===== config.mk =====
export PLATFORM = sky130hd
export DESIGN_NAME = id_ex_stage
export DESIGN_NICKNAME = d
export VERILOG_FILES = /design/src/rtl/alu_pkg.sv /design/src/rtl/alu_ctrl_dec.sv /design/src/rtl/id_ex_stage.sv
export SDC_FILE = /design/constraint.sdc
export NUM_CORES = 1
export LEC_CHECK = 0
export BUFFER_PORTS_ARGS = -buffer_cell sky130_fd_sc_hd__buf_2
export CAP_MARGIN = 20
export CORE_ASPECT_RATIO = 0.5
export CORE_UTILIZATION = 50
export CTS_CLUSTER_DIAMETER = 200
export DETAILED_ROUTE_END_ITERATION = 8
export GPL_TIMING_DRIVEN = 1
export HOLD_SLACK_MARGIN = 0.02
export PLACE_DENSITY = 0.85
export SYNTH_ARGS = -nofsm -noshare
export SYNTH_HDL_FRONTEND = slang
export SYNTH_HIERARCHICAL = 1
export SYNTH_SLANG_ARGS = --single-unit

===== constraint.sdc =====
create_clock -name clk -period 2.8 [get_ports clk]
set_input_delay 0 -clock clk [delete_from_list [all_inputs] [get_ports clk]]
set_output_delay 0 -clock clk [all_outputs]
set_load 0.05 [all_outputs]

===== src/rtl/alu_pkg.sv =====
// Shared definitions for the ID/EX stage and its ALU control decoder.
// Contents:
//   - alu_sel_t         : operation select understood by the 32-bit ALU
//   - ALUOP_*           : two-bit ALUOp codes produced by the main decoder
//   - FUNCT_*           : R-type funct values the decoder recognises
//   - CTRL_*            : bit positions inside the 5-bit pass-through control word
//                         {reg_write, mem_read, mem_write, mem_to_reg, branch}
package alu_pkg;

    typedef enum logic [1:0] {
        ALU_AND = 2'b00,
        ALU_OR  = 2'b01,
        ALU_ADD = 2'b10
    } alu_sel_t;

    localparam logic [1:0] ALUOP_ADD   = 2'b00;
    localparam logic [1:0] ALUOP_SUB   = 2'b01;
    localparam logic [1:0] ALUOP_FUNCT = 2'b10;
    localparam logic [1:0] ALUOP_RSVD  = 2'b11;

    localparam logic [5:0] FUNCT_ADD = 6'b100000;
    localparam logic [5:0] FUNCT_SUB = 6'b100010;
    localparam logic [5:0] FUNCT_AND = 6'b100100;
    localparam logic [5:0] FUNCT_OR  = 6'b100101;

    localparam int CTRL_W          = 5;
    localparam int CTRL_REG_WRITE  = 4;
    localparam int CTRL_MEM_READ   = 3;
    localparam int CTRL_MEM_WRITE  = 2;
    localparam int CTRL_MEM_TO_REG = 1;
    localparam int CTRL_BRANCH     = 0;

endpackage


===== src/rtl/alu_ctrl_dec.sv =====
// ALU control decoder: turns the main decoder's ALUOp and the R-type funct field
// into the ALU operation select, the B-invert bit (subtract) and an illegal flag.
// Ports:
//   alu_op  in  2  ALUOp from the main decoder
//   funct   in  6  R-type funct field
//   op      out 2  ALU operation select (AND/OR/ADD)
//   binvert out 1  invert B input (subtract)
//   illegal out 1  funct or ALUOp not supported
module alu_ctrl_dec
    import alu_pkg::*;
(
    input  logic [1:0] alu_op,
    input  logic [5:0] funct,
    output logic [1:0] op,
    output logic       binvert,
    output logic       illegal
);

    // Anything unrecognised falls back to ADD so the datapath stays defined;
    // the illegal flag tells the rest of the pipeline not to trust the result.
    always_comb begin
        op      = ALU_ADD;
        binvert = 1'b0;
        illegal = 1'b0;
        case (alu_op)
            ALUOP_ADD: ;
            ALUOP_SUB: binvert = 1'b1;
            ALUOP_FUNCT: begin
                case (funct)
                    FUNCT_ADD: ;
                    FUNCT_SUB: binvert = 1'b1;
                    FUNCT_AND: op = ALU_AND;
                    FUNCT_OR:  op = ALU_OR;
                    default:   illegal = 1'b1;
                endcase
            end
            default: illegal = 1'b1;
        endcase
    end

endmodule


===== src/rtl/id_ex_stage.sv =====
// ID/EX pipeline stage feeding the 32-bit ALU. Holds one decoded instruction,
// forwards operands from EX/MEM and MEM/WB, stalls on load-use hazards and
// inserts bubbles, and presents registered ALU controls.
// Ports:
//   clk, rst                        clock, synchronous active-high reset
//   id_valid / id_ready             handshake with decode
//   id_rs1_val, id_rs2_val          register file read data
//   id_rs1, id_rs2, id_rd           register indices
//   id_imm, id_alu_src              immediate and in2 select
//   id_alu_op, id_funct, id_ctrl    decode controls
//   flush                           kill the held instruction
//   ex_ready                        downstream accepts the held instruction
//   exm_*, mwb_*                    forwarding sources
//   ex_valid                        held instruction valid
//   alu_in1, alu_in2, alu_op,
//   alu_binvert, alu_cin            ALU drive
//   ex_rd, ex_ctrl, ex_rs2_fwd,
//   ex_illegal                      pass-through to EX/MEM
module id_ex_stage
    import alu_pkg::*;
#(
    parameter int XLEN   = 32,
    parameter int REG_AW = 5
) (
    input  logic              clk,
    input  logic              rst,
    input  logic              id_valid,
    output logic              id_ready,
    input  logic [XLEN-1:0]   id_rs1_val,
    input  logic [XLEN-1:0]   id_rs2_val,
    input  logic [REG_AW-1:0] id_rs1,
    input  logic [REG_AW-1:0] id_rs2,
    input  logic [REG_AW-1:0] id_rd,
    input  logic [XLEN-1:0]   id_imm,
    input  logic              id_alu_src,
    input  logic [1:0]        id_alu_op,
    input  logic [5:0]        id_funct,
    input  logic [4:0]        id_ctrl,
    input  logic              flush,
    input  logic              ex_ready,
    input  logic [REG_AW-1:0] exm_rd,
    input  logic              exm_reg_write,
    input  logic [XLEN-1:0]   exm_result,
    input  logic [REG_AW-1:0] mwb_rd,
    input  logic              mwb_reg_write,
    input  logic [XLEN-1:0]   mwb_result,
    output logic              ex_valid,
    output logic [XLEN-1:0]   alu_in1,
    output logic [XLEN-1:0]   alu_in2,
    output logic [1:0]        alu_op,
    output logic              alu_binvert,
    output logic              alu_cin,
    output logic [REG_AW-1:0] ex_rd,
    output logic [4:0]        ex_ctrl,
    output logic [XLEN-1:0]   ex_rs2_fwd,
    output logic              ex_illegal
);

    logic              valid_q;
    logic [REG_AW-1:0] rs1_q, rs2_q, rd_q;
    logic [XLEN-1:0]   rs1_val_q, rs2_val_q, imm_q;
    logic              alu_src_q;
    logic [4:0]        ctrl_q;
    logic [1:0]        op_q;
    logic              binvert_q;
    logic              illegal_q;

    logic [1:0]        dec_op;
    logic              dec_binvert;
    logic              dec_illegal;
    logic [XLEN-1:0]   fwd_rs1, fwd_rs2;
    logic              hazard;
    logic              slot_free;

    // Youngest producer wins; register 0 is hard-wired zero and never forwarded.
    function automatic logic [XLEN-1:0] fwd_sel(
        input logic [REG_AW-1:0] src,
        input logic [XLEN-1:0]   held,
        input logic              e_we,
        input logic [REG_AW-1:0] e_rd,
        input logic [XLEN-1:0]   e_res,
        input logic              m_we,
        input logic [REG_AW-1:0] m_rd,
        input logic [XLEN-1:0]   m_res
    );
        if (src != '0 && e_we && e_rd == src)
            return e_res;
        else if (src != '0 && m_we && m_rd == src)
            return m_res;
        else
            return held;
    endfunction

    alu_ctrl_dec u_dec (
        .alu_op  (id_alu_op),
        .funct   (id_funct),
        .op      (dec_op),
        .binvert (dec_binvert),
        .illegal (dec_illegal)
    );

    assign fwd_rs1 = fwd_sel(rs1_q, rs1_val_q, exm_reg_write, exm_rd, exm_result,
                             mwb_reg_write, mwb_rd, mwb_result);
    assign fwd_rs2 = fwd_sel(rs2_q, rs2_val_q, exm_reg_write, exm_rd, exm_result,
                             mwb_reg_write, mwb_rd, mwb_result);

    // A held load cannot supply its data to the instruction right behind it;
    // rs2 only matters when it actually feeds the ALU (no immediate).
    assign hazard = valid_q && ctrl_q[CTRL_MEM_READ] && (rd_q != '0) &&
                    ((rd_q == id_rs1) || ((rd_q == id_rs2) && !id_alu_src));

    assign slot_free = !valid_q || ex_ready;
    assign id_ready  = slot_free && !hazard && !flush;

    // Priority: reset, flush, stall (refresh operands from forwarding so a
    // producer that retires during the stall is not lost), capture, bubble.
    always_ff @(posedge clk) begin
        if (rst) begin
            valid_q   <= 1'b0;
            rs1_q     <= '0;
            rs2_q     <= '0;
            rd_q      <= '0;
            rs1_val_q <= '0;
            rs2_val_q <= '0;
            imm_q     <= '0;
            alu_src_q <= 1'b0;
            ctrl_q    <= '0;
            op_q      <= 2'b00;
            binvert_q <= 1'b0;
            illegal_q <= 1'b0;
        end else if (flush) begin
            valid_q <= 1'b0;
            ctrl_q  <= '0;
        end else if (!slot_free) begin
            rs1_val_q <= fwd_rs1;
            rs2_val_q <= fwd_rs2;
        end else if (id_valid && !hazard) begin
            valid_q   <= 1'b1;
            rs1_q     <= id_rs1;
            rs2_q     <= id_rs2;
            rd_q      <= id_rd;
            rs1_val_q <= id_rs1_val;
            rs2_val_q <= id_rs2_val;
            imm_q     <= id_imm;
            alu_src_q <= id_alu_src;
            ctrl_q    <= id_ctrl;
            op_q      <= dec_op;
            binvert_q <= dec_binvert;
            illegal_q <= dec_illegal;
        end else begin
            valid_q <= 1'b0;
            ctrl_q  <= '0;
        end
    end

    assign ex_valid    = valid_q;
    assign alu_in1     = fwd_rs1;
    assign alu_in2     = alu_src_q ? imm_q : fwd_rs2;
    assign alu_op      = op_q;
    assign alu_binvert = binvert_q;
    assign alu_cin     = binvert_q;
    assign ex_rd       = rd_q;
    assign ex_ctrl     = ctrl_q;
    assign ex_rs2_fwd  = fwd_rs2;
    assign ex_illegal  = illegal_q;

endmodule


==> reports/qor.yml <==
timing:
  finalClockSkew_ns: 0.0116
  whs_ns: 0.0924
  setup_viol: 0
  slew_headroom: 0.310
  rsz0062_at_grt: "true"
  fin_crit_ns: 2.78
  worst_pin_slew_ns: 1.04
  hold_viol: 0
  fin_crit_sh: 0.992
  slew_viol_final: 0
  fmax_mhz: 360
logic_synthesis:
  synth-seq-cells: 122
  synth-edff-count: 0
  avgSynthCellArea_um2: 9.10
  syn-cell-area_um2: 8120
  synth_seq_area_share: 0.301
  yosysTopAreaCellShare: 0.301
  async_reset_ff_frac: 0
  netlist_instances: 892
  synth_nets: 1101
  yosysUniqueCellTypes: 47
  synth_top_cells_by_area: "dfxtp_1, mux2i_1, a31oi_4, a211oi_1, nor2_1"
  synth_flop_cell: "dfxtp_1"
  netlist.top_cell.by_area: "dfxtp_1"
  yosys_warnings: 6
grt:
  grt_max_degree: 130
  overflow: 0
  grt_util_all_layers: 0.373
  grt_pass1_wl_um: 49200
  grt_pass1_vias: 9578
  antenna_found_initial: 1
power:
  irDropWorstVdd_mv: 0.414
  p_leak_nw: 4.77
  switchingPower_mw: 1.98
  switching_share: 0.342
  power_frac_comb: 0.304
  intPower_mw: 3.81
  pwr-share-seq: 0.334
  power_mw: 5.78
  powerDensity_nw_per_um2: 499
  power_frac_clock: 0.362
cells_and_area:
  layout-area-overhead-vs-synth_pct: 42.6
  final_cell_mix: "buf_2, dlygate4sd3_1, nor2_1, dfxtp_1, mux2i_1"
  nets: 1495
  drive_gt1_frac: 0.372
  seq_area_um2: 2440
  mostFrequentLayoutCell: "buf_2"
  n_fill_cell: 1074
  multi_input_area_um2: 5190
detailed_routing:
  ant_nets: 0
  drtIter0Drc: 1011
  drt_wl_total_um: 31700
  drt-pass1-iter-count: 5
  vias_per_cell: 6.14
  drc: 0
  via_count: 9298
  wl_per_cell_um: 20.9
min_path:
  hold_start: "rst"
  hp-class: "primary input to flip-flop"
die:
  coreArea_um2: 15700
  die_y_um: 92.1
  die_x_um: 182
  ios: 319
  rows: 32
  start_util: 0.519
  die_area_um2: 16800
worst_setup_path:
  critPathArrivalTime_ns: 2.78
  timing.rr.start: "rs1_q[0]$_SDFFE_PP0P_"
  start_kind: "flip-flop"
  cp-end-kind: "output pin"
  path_class: "flip-flop to output pin"
  crit_path_start: "rs2_q[0]$_SDFFE_PP0P_"
  rrSetupSlack_ns: 0.29
  worstPathRequired_ns: 2.80
  cp_max_fo: 13
job:
  drv_cap: 0
clock_tree:
  cts_buffers: 17
  clockBufferDepth: 2
  clk_latency_ns: 0.41
  clkSinkCount: 122
  ctsHtreeMaxLevel: 4
  cts_tree: "done"
  cts_root_buffer: "clkbuf_16"
  clk_pin_slew_worst_paths_ns: 0.06
placed_design:
  routabilityCongestion: 0.897
  port_buffers: 318
  hpwl_um: 19500
outcome:
  status: "complete, no violations"
==> metrics by stage <==
stage	setup slack (ns)	cell area (um2)	utilization	TNS, ns	std cells
CTS	0.00598	11600	0.738	0	1513
finish	0.0234	11600	0.740	0	1514
detailed placement	0.393	9770	0.624	0	1363
global route	-0.0465	11600	0.740	-0.0465	1514
floorplan	0.0783	8120	-	0	892
global placement	0.444	9770	0.624	0	1363
==> metal layers <==
metal,up-vias,GRT usage,wire [um]
met1,4316,0.443,12100
met2,695,0.613,14900
met5,-,0,0
met4,0,0.239,1650
met3,200,0.0826,2990
li1,4087,-,-
==> critical path, cell delays in order, from the launching register on <==
cell      delay (ns)
dfxtp_1         0.35
or4_4           0.61
o211ai_4        0.22
buf_4           0.25
o21ai_0         0.13
a31oi_2         0.32
mux2_2          0.22
buf_2           0.27
==> power by group through the flow <==
stage / Combinational [mW] / Sequential [mW] / Clock (mW)
CTS: 1.70 / 1.92 / 2.10
global placement: 1.53 / 1.95 / 0
global route: 1.84 / 1.94 / 2.20
detailed placement: 1.56 / 1.96 / 0
floorplan: 1.10 / 1.95 / 0
finish: 1.76 / 1.93 / 2.10
==> registers in the layout (all words and copies together), names as in the netlist <==
signal and flops:
imm_q 32, rs1_val_q 32, alu_binvert 1, ex_rd 5
alu_op 2, rs2_val_q 32, rs2_q 5, rs1_q 5
ex_ctrl 5, ex_illegal 1, ex_valid 1, alu_src_q 1
==> cells by family after synthesis <==
logic type,after synthesis,synth area share
simple gates,282,0.162
compound gates,209,0.248
mux,149,0.189
flops,122,0.301
buf+inv,97,0.0635
xor+xnor,30,0.0324
fa+ha+maj,3,0.00462
==> path summary, 6_finish.rpt <==
check | cells past startpoint | to
worst min-delay path | 2 | imm_q[23]$_SDFFE_PP0P_
worst max-delay path | 7 | alu_in2[31]
worst min register to register | 2 | ex_ctrl[0]$_SDFFE_PP0N_
worst max register to register | 8 | rs1_val_q[25]$_SDFFE_PP0P_
==> synth_stat cells (2+ instances only) <==
master	instances
buf_4	10
buf_2	33
a31oi_1	3
or2_1	2
dfxtp_1	122
nor3_1	64
o21ai_1	28
o211ai_1	2
inv_1	2
buf_1	2
nand3_1	65
clkbuf_1	43
mux2i_1	117
nor2b_1	2
o21ai_0	35
o211a_1	2
a31oi_2	31
a21oi_1	5
or2_2	2
and4_1	2
nand2_1	6
buf_6	3
or4_4	2
a211oi_1	64
o211ai_2	2
xnor2_1	29
o211ai_4	2
a31oi_4	30
buf_12	3
nor2_1	120
mux2_2	32
nand4_1	10
ha_1	3
==> area by class of cell <==
cell class | count | share of cell area
multi-input combinational | 673 | 0.448
timing repair buffer | 470 | 0.270
sequential | 122 | 0.211
clock buffer | 20 | 0.0394
tap | 221 | 0.0239
clock inverter | 5 | 0.00648
inverter | 2 | 0.000648
antenna | 1 | 0.000216
==> what timing repair did <==
action	CTS	global route
buffers inserted	0	0
gates resized for setup	2	4
cloned	0	0
setup endpoints to repair	1	12
endpoints found under the hold margin	118	0
hold buffers	125	0
No activity file was read; power rests on OpenSTA's default activity.
